--- src/rtl/cpu_pkg.sv ---
// Shared CPU core definitions: IDU opcodes, default register-pair map, flag bit positions.
package cpu_pkg;

    typedef enum logic [1:0] {
        IDU_NONE   = 2'd0,
        IDU_INC    = 2'd1,
        IDU_DEC    = 2'd2,
        IDU_INC_NW = 2'd3
    } idu_op_e;

    localparam int PAIR_BC = 0;
    localparam int PAIR_DE = 1;
    localparam int PAIR_HL = 2;
    localparam int PAIR_FA = 3;
    localparam int PAIR_SP = 4;
    localparam int PAIR_WZ = 5;
    localparam int PAIR_PC = 6;

    localparam int FLAG_Z = 7;
    localparam int FLAG_N = 6;
    localparam int FLAG_H = 5;
    localparam int FLAG_C = 4;

    // Only real inc/dec results are allowed back into a pair.
    function automatic logic idu_writes_back(idu_op_e op);
        return (op == IDU_INC) || (op == IDU_DEC);
    endfunction

endpackage

--- src/rtl/cpu_regfile_if.sv ---
// Sequencer <-> register file bus: read ports, byte/pair/PC/flag write controls, IDU and status outputs.
interface cpu_regfile_if #(
    parameter int NUM_PAIRS  = 7,
    parameter int READ_PORTS = 2
);
    localparam int IW = $clog2(2 * NUM_PAIRS);
    localparam int PW = $clog2(NUM_PAIRS);

    logic                     commit;
    logic [READ_PORTS*IW-1:0] rd_idx;
    logic [READ_PORTS*8-1:0]  rd_data;
    logic                     wa_en;
    logic [IW-1:0]            wa_idx;
    logic [7:0]               wa_data;
    logic                     wb_en;
    logic [IW-1:0]            wb_idx;
    logic [7:0]               wb_data;
    logic [1:0]               idu_op;
    logic [PW-1:0]            idu_pair;
    logic                     idu_ovr_en;
    logic [15:0]              idu_ovr;
    logic                     idu_wr;
    logic                     pc_wr;
    logic                     flag_wr;
    logic [3:0]               flag_data;
    logic [15:0]              idu_in;
    logic [15:0]              idu_out;
    logic [15:0]              pc;
    logic [3:0]               flags;

    modport master (
        output commit, rd_idx, wa_en, wa_idx, wa_data, wb_en, wb_idx, wb_data,
               idu_op, idu_pair, idu_ovr_en, idu_ovr, idu_wr, pc_wr, flag_wr, flag_data,
        input  rd_data, idu_in, idu_out, pc, flags
    );

    modport slave (
        input  commit, rd_idx, wa_en, wa_idx, wa_data, wb_en, wb_idx, wb_data,
               idu_op, idu_pair, idu_ovr_en, idu_ovr, idu_wr, pc_wr, flag_wr, flag_data,
        output rd_data, idu_in, idu_out, pc, flags
    );

endinterface

--- src/rtl/cpu_idu.sv ---
// 16-bit increment/decrement/pass unit, purely combinational, wraps modulo 2^16.
module cpu_idu
    import cpu_pkg::*;
(
    input  idu_op_e     op,
    input  logic [15:0] din,
    output logic [15:0] dout
);

    always_comb begin
        case (op)
            IDU_INC, IDU_INC_NW: dout = din + 16'd1;
            IDU_DEC:             dout = din - 16'd1;
            default:             dout = din;
        endcase
    end

endmodule

--- src/rtl/cpu_regfile.sv ---
// SM83-style byte register file with pair-wide IDU write-back, PC and flag paths, optional bypass.
// All state changes on a commit-qualified clock edge; reads and IDU are zero-latency.
module cpu_regfile
    import cpu_pkg::*;
#(
    parameter int          NUM_PAIRS  = 7,
    parameter int          READ_PORTS = 2,
    parameter int          BYPASS     = 0,
    parameter int          PC_PAIR    = PAIR_PC,
    parameter int          FLAG_REG   = 6,
    parameter logic [15:0] RESET_PC   = 16'h0000
) (
    input  logic           clk,
    input  logic           reset,
    cpu_regfile_if.slave   bus
);

    localparam int NB = 2 * NUM_PAIRS;
    localparam int IW = $clog2(NB);
    localparam int NP = 2 ** IW;

    logic [7:0]    regs     [NB];
    logic [7:0]    nxt      [NB];
    logic [7:0]    regs_pad [NP];
    logic [7:0]    view_pad [NP];
    logic [IW-1:0] pair_hi;
    logic [IW-1:0] pair_lo;
    logic          idu_we;
    idu_op_e       op;

    assign op      = idu_op_e'(bus.idu_op);
    assign pair_hi = IW'({bus.idu_pair, 1'b0});
    assign pair_lo = pair_hi | IW'(1);
    assign idu_we  = bus.idu_wr && idu_writes_back(op);

    // Padding to a power of two makes out-of-range indices read as zero.
    always_comb begin
        for (int i = 0; i < NP; i++) regs_pad[i] = 8'h00;
        for (int i = 0; i < NB; i++) regs_pad[i] = regs[i];
    end

    // IDU input always comes from stored state, never from the bypass path.
    assign bus.idu_in = bus.idu_ovr_en ? bus.idu_ovr : {regs_pad[pair_hi], regs_pad[pair_lo]};

    cpu_idu u_idu (
        .op   (op),
        .din  (bus.idu_in),
        .dout (bus.idu_out)
    );

    // Writes applied lowest priority first so later ones win on colliding bytes.
    always_comb begin
        for (int i = 0; i < NB; i++) begin
            nxt[i] = regs[i];
            if (bus.wa_en && bus.wa_idx == IW'(i)) nxt[i] = bus.wa_data;
            if (bus.wb_en && bus.wb_idx == IW'(i)) nxt[i] = bus.wb_data;
            if (idu_we && pair_hi == IW'(i))       nxt[i] = bus.idu_out[15:8];
            if (idu_we && pair_lo == IW'(i))       nxt[i] = bus.idu_out[7:0];
            if (bus.pc_wr && i == 2 * PC_PAIR)     nxt[i] = bus.idu_out[15:8];
            if (bus.pc_wr && i == 2 * PC_PAIR + 1) nxt[i] = bus.idu_out[7:0];
            if (i == FLAG_REG) begin
                if (bus.flag_wr) nxt[i][7:4] = bus.flag_data;
                nxt[i][3:0] = 4'h0;
            end
        end
    end

    always_ff @(posedge clk) begin
        if (reset) begin
            for (int i = 0; i < NB; i++) regs[i] <= 8'h00;
            regs[2*PC_PAIR]   <= RESET_PC[15:8];
            regs[2*PC_PAIR+1] <= RESET_PC[7:0];
        end else if (bus.commit) begin
            for (int i = 0; i < NB; i++) regs[i] <= nxt[i];
        end
    end

    always_comb begin
        for (int i = 0; i < NP; i++) view_pad[i] = 8'h00;
        for (int i = 0; i < NB; i++) view_pad[i] = (BYPASS != 0 && bus.commit) ? nxt[i] : regs[i];
    end

    always_comb begin
        bus.rd_data = '0;
        for (int k = 0; k < READ_PORTS; k++)
            bus.rd_data[k*8 +: 8] = view_pad[bus.rd_idx[k*IW +: IW]];
    end

    assign bus.pc    = {view_pad[2*PC_PAIR], view_pad[2*PC_PAIR+1]};
    assign bus.flags = view_pad[FLAG_REG][FLAG_Z:FLAG_C];

endmodule

--- src/flat_wrapper.sv ---
// flat-port wrapper written by rule: the top's interface ports become plain ports
module cpu_regfile_flat import cpu_pkg::*;
#(
    parameter int          NUM_PAIRS  = 7,
    parameter int          READ_PORTS = 2,
    parameter int          BYPASS     = 0,
    parameter int          PC_PAIR    = PAIR_PC,
    parameter int          FLAG_REG   = 6,
    parameter logic [15:0] RESET_PC   = 16'h0000
)
  (clk, reset, bus_commit, bus_rd_idx, bus_wa_en, bus_wa_idx, bus_wa_data, bus_wb_en, bus_wb_idx, bus_wb_data, bus_idu_op, bus_idu_pair, bus_idu_ovr_en, bus_idu_ovr, bus_idu_wr, bus_pc_wr, bus_flag_wr, bus_flag_data, bus_rd_data, bus_idu_in, bus_idu_out, bus_pc, bus_flags);
  cpu_regfile_if #(.NUM_PAIRS(NUM_PAIRS), .READ_PORTS(READ_PORTS)) bus_i ();
  input  logic clk;
  input  logic reset;
  input wire logic [$bits(bus_i.commit)-1:0] bus_commit;
  input wire logic [$bits(bus_i.rd_idx)-1:0] bus_rd_idx;
  input wire logic [$bits(bus_i.wa_en)-1:0] bus_wa_en;
  input wire logic [$bits(bus_i.wa_idx)-1:0] bus_wa_idx;
  input wire logic [$bits(bus_i.wa_data)-1:0] bus_wa_data;
  input wire logic [$bits(bus_i.wb_en)-1:0] bus_wb_en;
  input wire logic [$bits(bus_i.wb_idx)-1:0] bus_wb_idx;
  input wire logic [$bits(bus_i.wb_data)-1:0] bus_wb_data;
  input wire logic [$bits(bus_i.idu_op)-1:0] bus_idu_op;
  input wire logic [$bits(bus_i.idu_pair)-1:0] bus_idu_pair;
  input wire logic [$bits(bus_i.idu_ovr_en)-1:0] bus_idu_ovr_en;
  input wire logic [$bits(bus_i.idu_ovr)-1:0] bus_idu_ovr;
  input wire logic [$bits(bus_i.idu_wr)-1:0] bus_idu_wr;
  input wire logic [$bits(bus_i.pc_wr)-1:0] bus_pc_wr;
  input wire logic [$bits(bus_i.flag_wr)-1:0] bus_flag_wr;
  input wire logic [$bits(bus_i.flag_data)-1:0] bus_flag_data;
  output wire logic [$bits(bus_i.rd_data)-1:0] bus_rd_data;
  output wire logic [$bits(bus_i.idu_in)-1:0] bus_idu_in;
  output wire logic [$bits(bus_i.idu_out)-1:0] bus_idu_out;
  output wire logic [$bits(bus_i.pc)-1:0] bus_pc;
  output wire logic [$bits(bus_i.flags)-1:0] bus_flags;
  assign bus_i.commit = bus_commit;
  assign bus_i.rd_idx = bus_rd_idx;
  assign bus_i.wa_en = bus_wa_en;
  assign bus_i.wa_idx = bus_wa_idx;
  assign bus_i.wa_data = bus_wa_data;
  assign bus_i.wb_en = bus_wb_en;
  assign bus_i.wb_idx = bus_wb_idx;
  assign bus_i.wb_data = bus_wb_data;
  assign bus_i.idu_op = bus_idu_op;
  assign bus_i.idu_pair = bus_idu_pair;
  assign bus_i.idu_ovr_en = bus_idu_ovr_en;
  assign bus_i.idu_ovr = bus_idu_ovr;
  assign bus_i.idu_wr = bus_idu_wr;
  assign bus_i.pc_wr = bus_pc_wr;
  assign bus_i.flag_wr = bus_flag_wr;
  assign bus_i.flag_data = bus_flag_data;
  assign bus_rd_data = bus_i.rd_data;
  assign bus_idu_in = bus_i.idu_in;
  assign bus_idu_out = bus_i.idu_out;
  assign bus_pc = bus_i.pc;
  assign bus_flags = bus_i.flags;
  cpu_regfile #(.NUM_PAIRS(NUM_PAIRS), .READ_PORTS(READ_PORTS), .BYPASS(BYPASS), .PC_PAIR(PC_PAIR), .FLAG_REG(FLAG_REG), .RESET_PC(RESET_PC)) u_core (.clk(clk), .reset(reset), .bus(bus_i));
endmodule
--- config.mk ---
export PLATFORM = sky130hd
export DESIGN_NAME = cpu_regfile_flat
export DESIGN_NICKNAME = d
export VERILOG_FILES = /design/src/rtl/cpu_pkg.sv /design/src/rtl/cpu_regfile_if.sv /design/src/rtl/cpu_idu.sv /design/src/rtl/cpu_regfile.sv /design/src/flat_wrapper.sv
export SDC_FILE = /design/constraint.sdc
export NUM_CORES = 1
export LEC_CHECK = 0
export CAP_MARGIN = 20
export CORE_ASPECT_RATIO = 0.75
export CORE_UTILIZATION = 35
export CTS_CLUSTER_DIAMETER = 200
export CTS_CLUSTER_SIZE = 20
export DETAILED_ROUTE_END_ITERATION = 12
export DONT_BUFFER_PORTS = 1
export PLACE_DENSITY = 0.53
export SYNTH_ARGS = -nofsm -noshare
export SYNTH_HDL_FRONTEND = slang
export SYNTH_SLANG_ARGS = --single-unit
--- constraint.sdc ---
create_clock -name clk -period 4.4 [get_ports clk]
set_input_delay 0.66 -clock clk [delete_from_list [all_inputs] [get_ports clk]]
set_output_delay 0.66 -clock clk [all_outputs]
set_load 0.05 [all_outputs]
==> metrics <==
status finished, final reports clean; VDD IR max 0.000197 V; nets@finish 1192; CP bufs+invs 2; HP Class input port to flip-flop; largest register by flop count u_core.regs; CTS Buffer Depth 2; crit share post-route 98.7%; Sink Count 108; Initial Util between 30% and 40%; max_cap viols 0; layout cell share with drive strength beyond 1 a little over a quarter; R2R Setup Slk 0.41 ns; io pins around 130; leak pwr about 4.3 nW; CP top delay family multiplexers; Synth async-reset ratio 0%; post-synth top area share between 30% and 40%; Chip Width between 150 and 200 um; Synth Cell Area a little over 10000 sq um; 1st-pass router iterations 6; most common cell after layout, fill and taps aside buf_4; number of port buffers 0; critical path, cell by cell mux4_2, nor2_1, a211oi_1, a21oi_2, inv_2, ha_1, nand4_1, a211oi_2, buf_4, o2111ai_2, a21oi_2, mux2_2, or2_4; CTS tree yes; post-layout min period 4.34 ns; Sw Ratio approximately 40%; fmax 230 MHz; Comb power frac between 40% and 50%; area growth from synthesis to layout 15.4%; global-route wire length before repair 62900 um; Root Driver clkbuf_16; initial antenna violation count 1; drt initial violations 1277; clock share of power 23.4%; CP Class flip-flop to primary output; Synth Area per Inst 9.37 sq um; Slew @ Worst Pin 1.22 ns; Seq/Total Area, Yosys 31.7%; CP most frequent cell a21oi_2; EDFF count, synth 108; Total GRT Usage 30.4%; clock latency on the worst-skew pair 0.38 ns; DRT antenna net count 0; Synth Flop Type edfxtp_1; Cell variety after synth 61; CP Data Required Time ~3.7 ns; sw power between 1.5 and 2 mW; RSZ-0062 raised after global routing yes; fill cell count 2817; final core utilization 41.6%; DR vias/cell between 6 and 7; Core Footprint roughly 28000 sq um; syn nets 1174; remaining global-route overflow 0; Routed Wire Length approximately 46000 um; endpoints failing setup 0; H-tree levels 3; Yosys warnings 0; largest net degree at the start of global routing 43; max reg flops ~110; P per Cell Area 318 nW/um^2; CP max FO 4; leading registers by flop count u_core.regs: 108 flops; Vias ~9.5k; ANT cells 0; dominant cells by area after synthesis edfxtp_1, mux4_2, mux2i_1; CP startpoint kind flip-flop; max incr delay on CP 0.50 ns; most frequent cells in the layout buf_4, edfxtp_1, mux2i_1; relative slew slack 17.8%; CP endpoint kind primary output; gpl congestion 0.976; Worst Path Arrival 3.68 ns; final hold violations 0; post-route setup TNS 0 ns; drt drc 0; Sequential Power Share 36.5%; HPWL after DPL roughly 34000 um; full die area around 30000 sq um; Critical Path Slowest Stage Cell mux4_2; Max Clock Skew 0.0141 ns; #FFs+latches synth 108; Die H 150 um; clock-pin slew on the worst setup and hold paths 0.08 ns; WL/cell roughly 30 um; vias in the first global route about 8.3k; Mapped Cells 1091; Pint 2.25 mW; CTS buffer count 9; Cell Rows 53; Slew Limit Fails 0; Yosys top cell by area edfxtp_1
cells in the mapped netlist (5+ instances only):
cell      number
nand3_1       19
mux4_2        48
buf_4          5
nor3_1        22
clkbuf_1      85
a31oi_1       10
buf_2          9
a311oi_1       7
a211oi_1      86
mux2_2        55
nand2b_1      10
ha_1          16
inv_1         21
edfxtp_1     108
or3_1          8
o21ai_0       98
or2_2          5
nor2_1        95
nand2_1       86
buf_1         10
mux2i_1       98
nor2b_1       29
a22o_1         9
a21oi_1       72
nand3b_1       6
o22ai_1        5
o211ai_1      10
a21o_1         5
repair_timing:
item                                    in CTS  in global routing
pin swaps                                    1                  3
endpoints found under the setup margin       2                  9
gates cloned                                 0                  0
hold buffers                                 0                  0
gates resized for setup                      4                 16
setup buffers                                0                  7
logic make-up (layout without fill, tap and decap cells):
group | count (synthesis) | count (layout) | share of synthesized area, %
XOR/XNOR | 6 | 6 | 0.587
AO/OA/AOI/OAI | 333 | 333 | 20.8
adder cells (fa/ha/maj) | 17 | 17 | 2.15
flip-flops | 108 | 108 | 31.7
multiplexers | 201 | 201 | 26.2
AND/OR/NAND/NOR | 295 | 295 | 13.3
buffers and inverters | 131 | 153 | 5.18
final cells by class:
class / instances / area, sq um / share of cell area (%)
Clock buffer: 9 / 225 / 1.91
Clock inverter: 6 / 73.8 / 0.626
Inverter: 21 / 83.8 / 0.710
Multi-Input combinational cell: 852 / 6750 / 57.2
Sequential cell: 108 / 3240 / 27.5
Tap cell: 385 / 482 / 4.08
Timing Repair Buffer: 117 / 948 / 8.04
metal layers:
metal	vias up	wire [um]	track usage [%]
li1	4219	-	-
met1	4656	20500	45.6
met2	602	17200	38.8
met3	29	7330	15.3
met4	0	475	4.05
met5	-	0	0
power by group through the flow:
stage / sequential (mW) / combinational (mW) / clock [mW]
3_5_place_dp: 1.38 / 1.46 / 0
4_1_cts: 1.36 / 1.46 / 0.866
3_3_place_gp: 1.38 / 1.45 / 0
6_report: 1.37 / 1.51 / 0.878
2_1_floorplan: 1.37 / 1.01 / 0
5_1_grt: 1.38 / 1.58 / 0.906
through the flow:
stage	power, mW	worst slack (ns)	hold slack (ns)	cell area [sq um]	cells
after global routing	3.86	-0.0437	0.470	11800	1498
after detailed placement	2.84	0.0750	0.862	11400	1475
after CTS	3.69	0.00259	0.473	11700	1490
after floorplan	2.38	-0.0553	0.869	10400	1091
final	3.76	0.0590	0.484	11800	1498
after global placement	2.83	0.130	0.863	11400	1475
worst reg2reg max path: stages, from the launching register on:
cell,delay (ns)
edfxtp_1,0.41
mux2i_1,0.10
mux4_2,0.52
a21oi_4,0.18
inv_1,0.07
fa_1,0.42
nor2b_1,0.17
o21a_1,0.17
o21a_1,0.20
o21ai_2,0.12
a21oi_2,0.21
mux2i_2,0.36
nor2_2,0.12
buf_4,0.18
a211oi_1,0.48
final timing paths:
check | from | endpoint | cells past startpoint
max | u_core.regs[0][25] | bus_idu_out[13] | 13
min | reset | u_core.regs[3][5] | 1
max reg2reg | u_core.regs[1][8] | u_core.regs[0][6] | 14
min reg2reg | u_core.regs[2][30] | u_core.regs[2][14] | 8
Power figures use the tool's default switching activity.
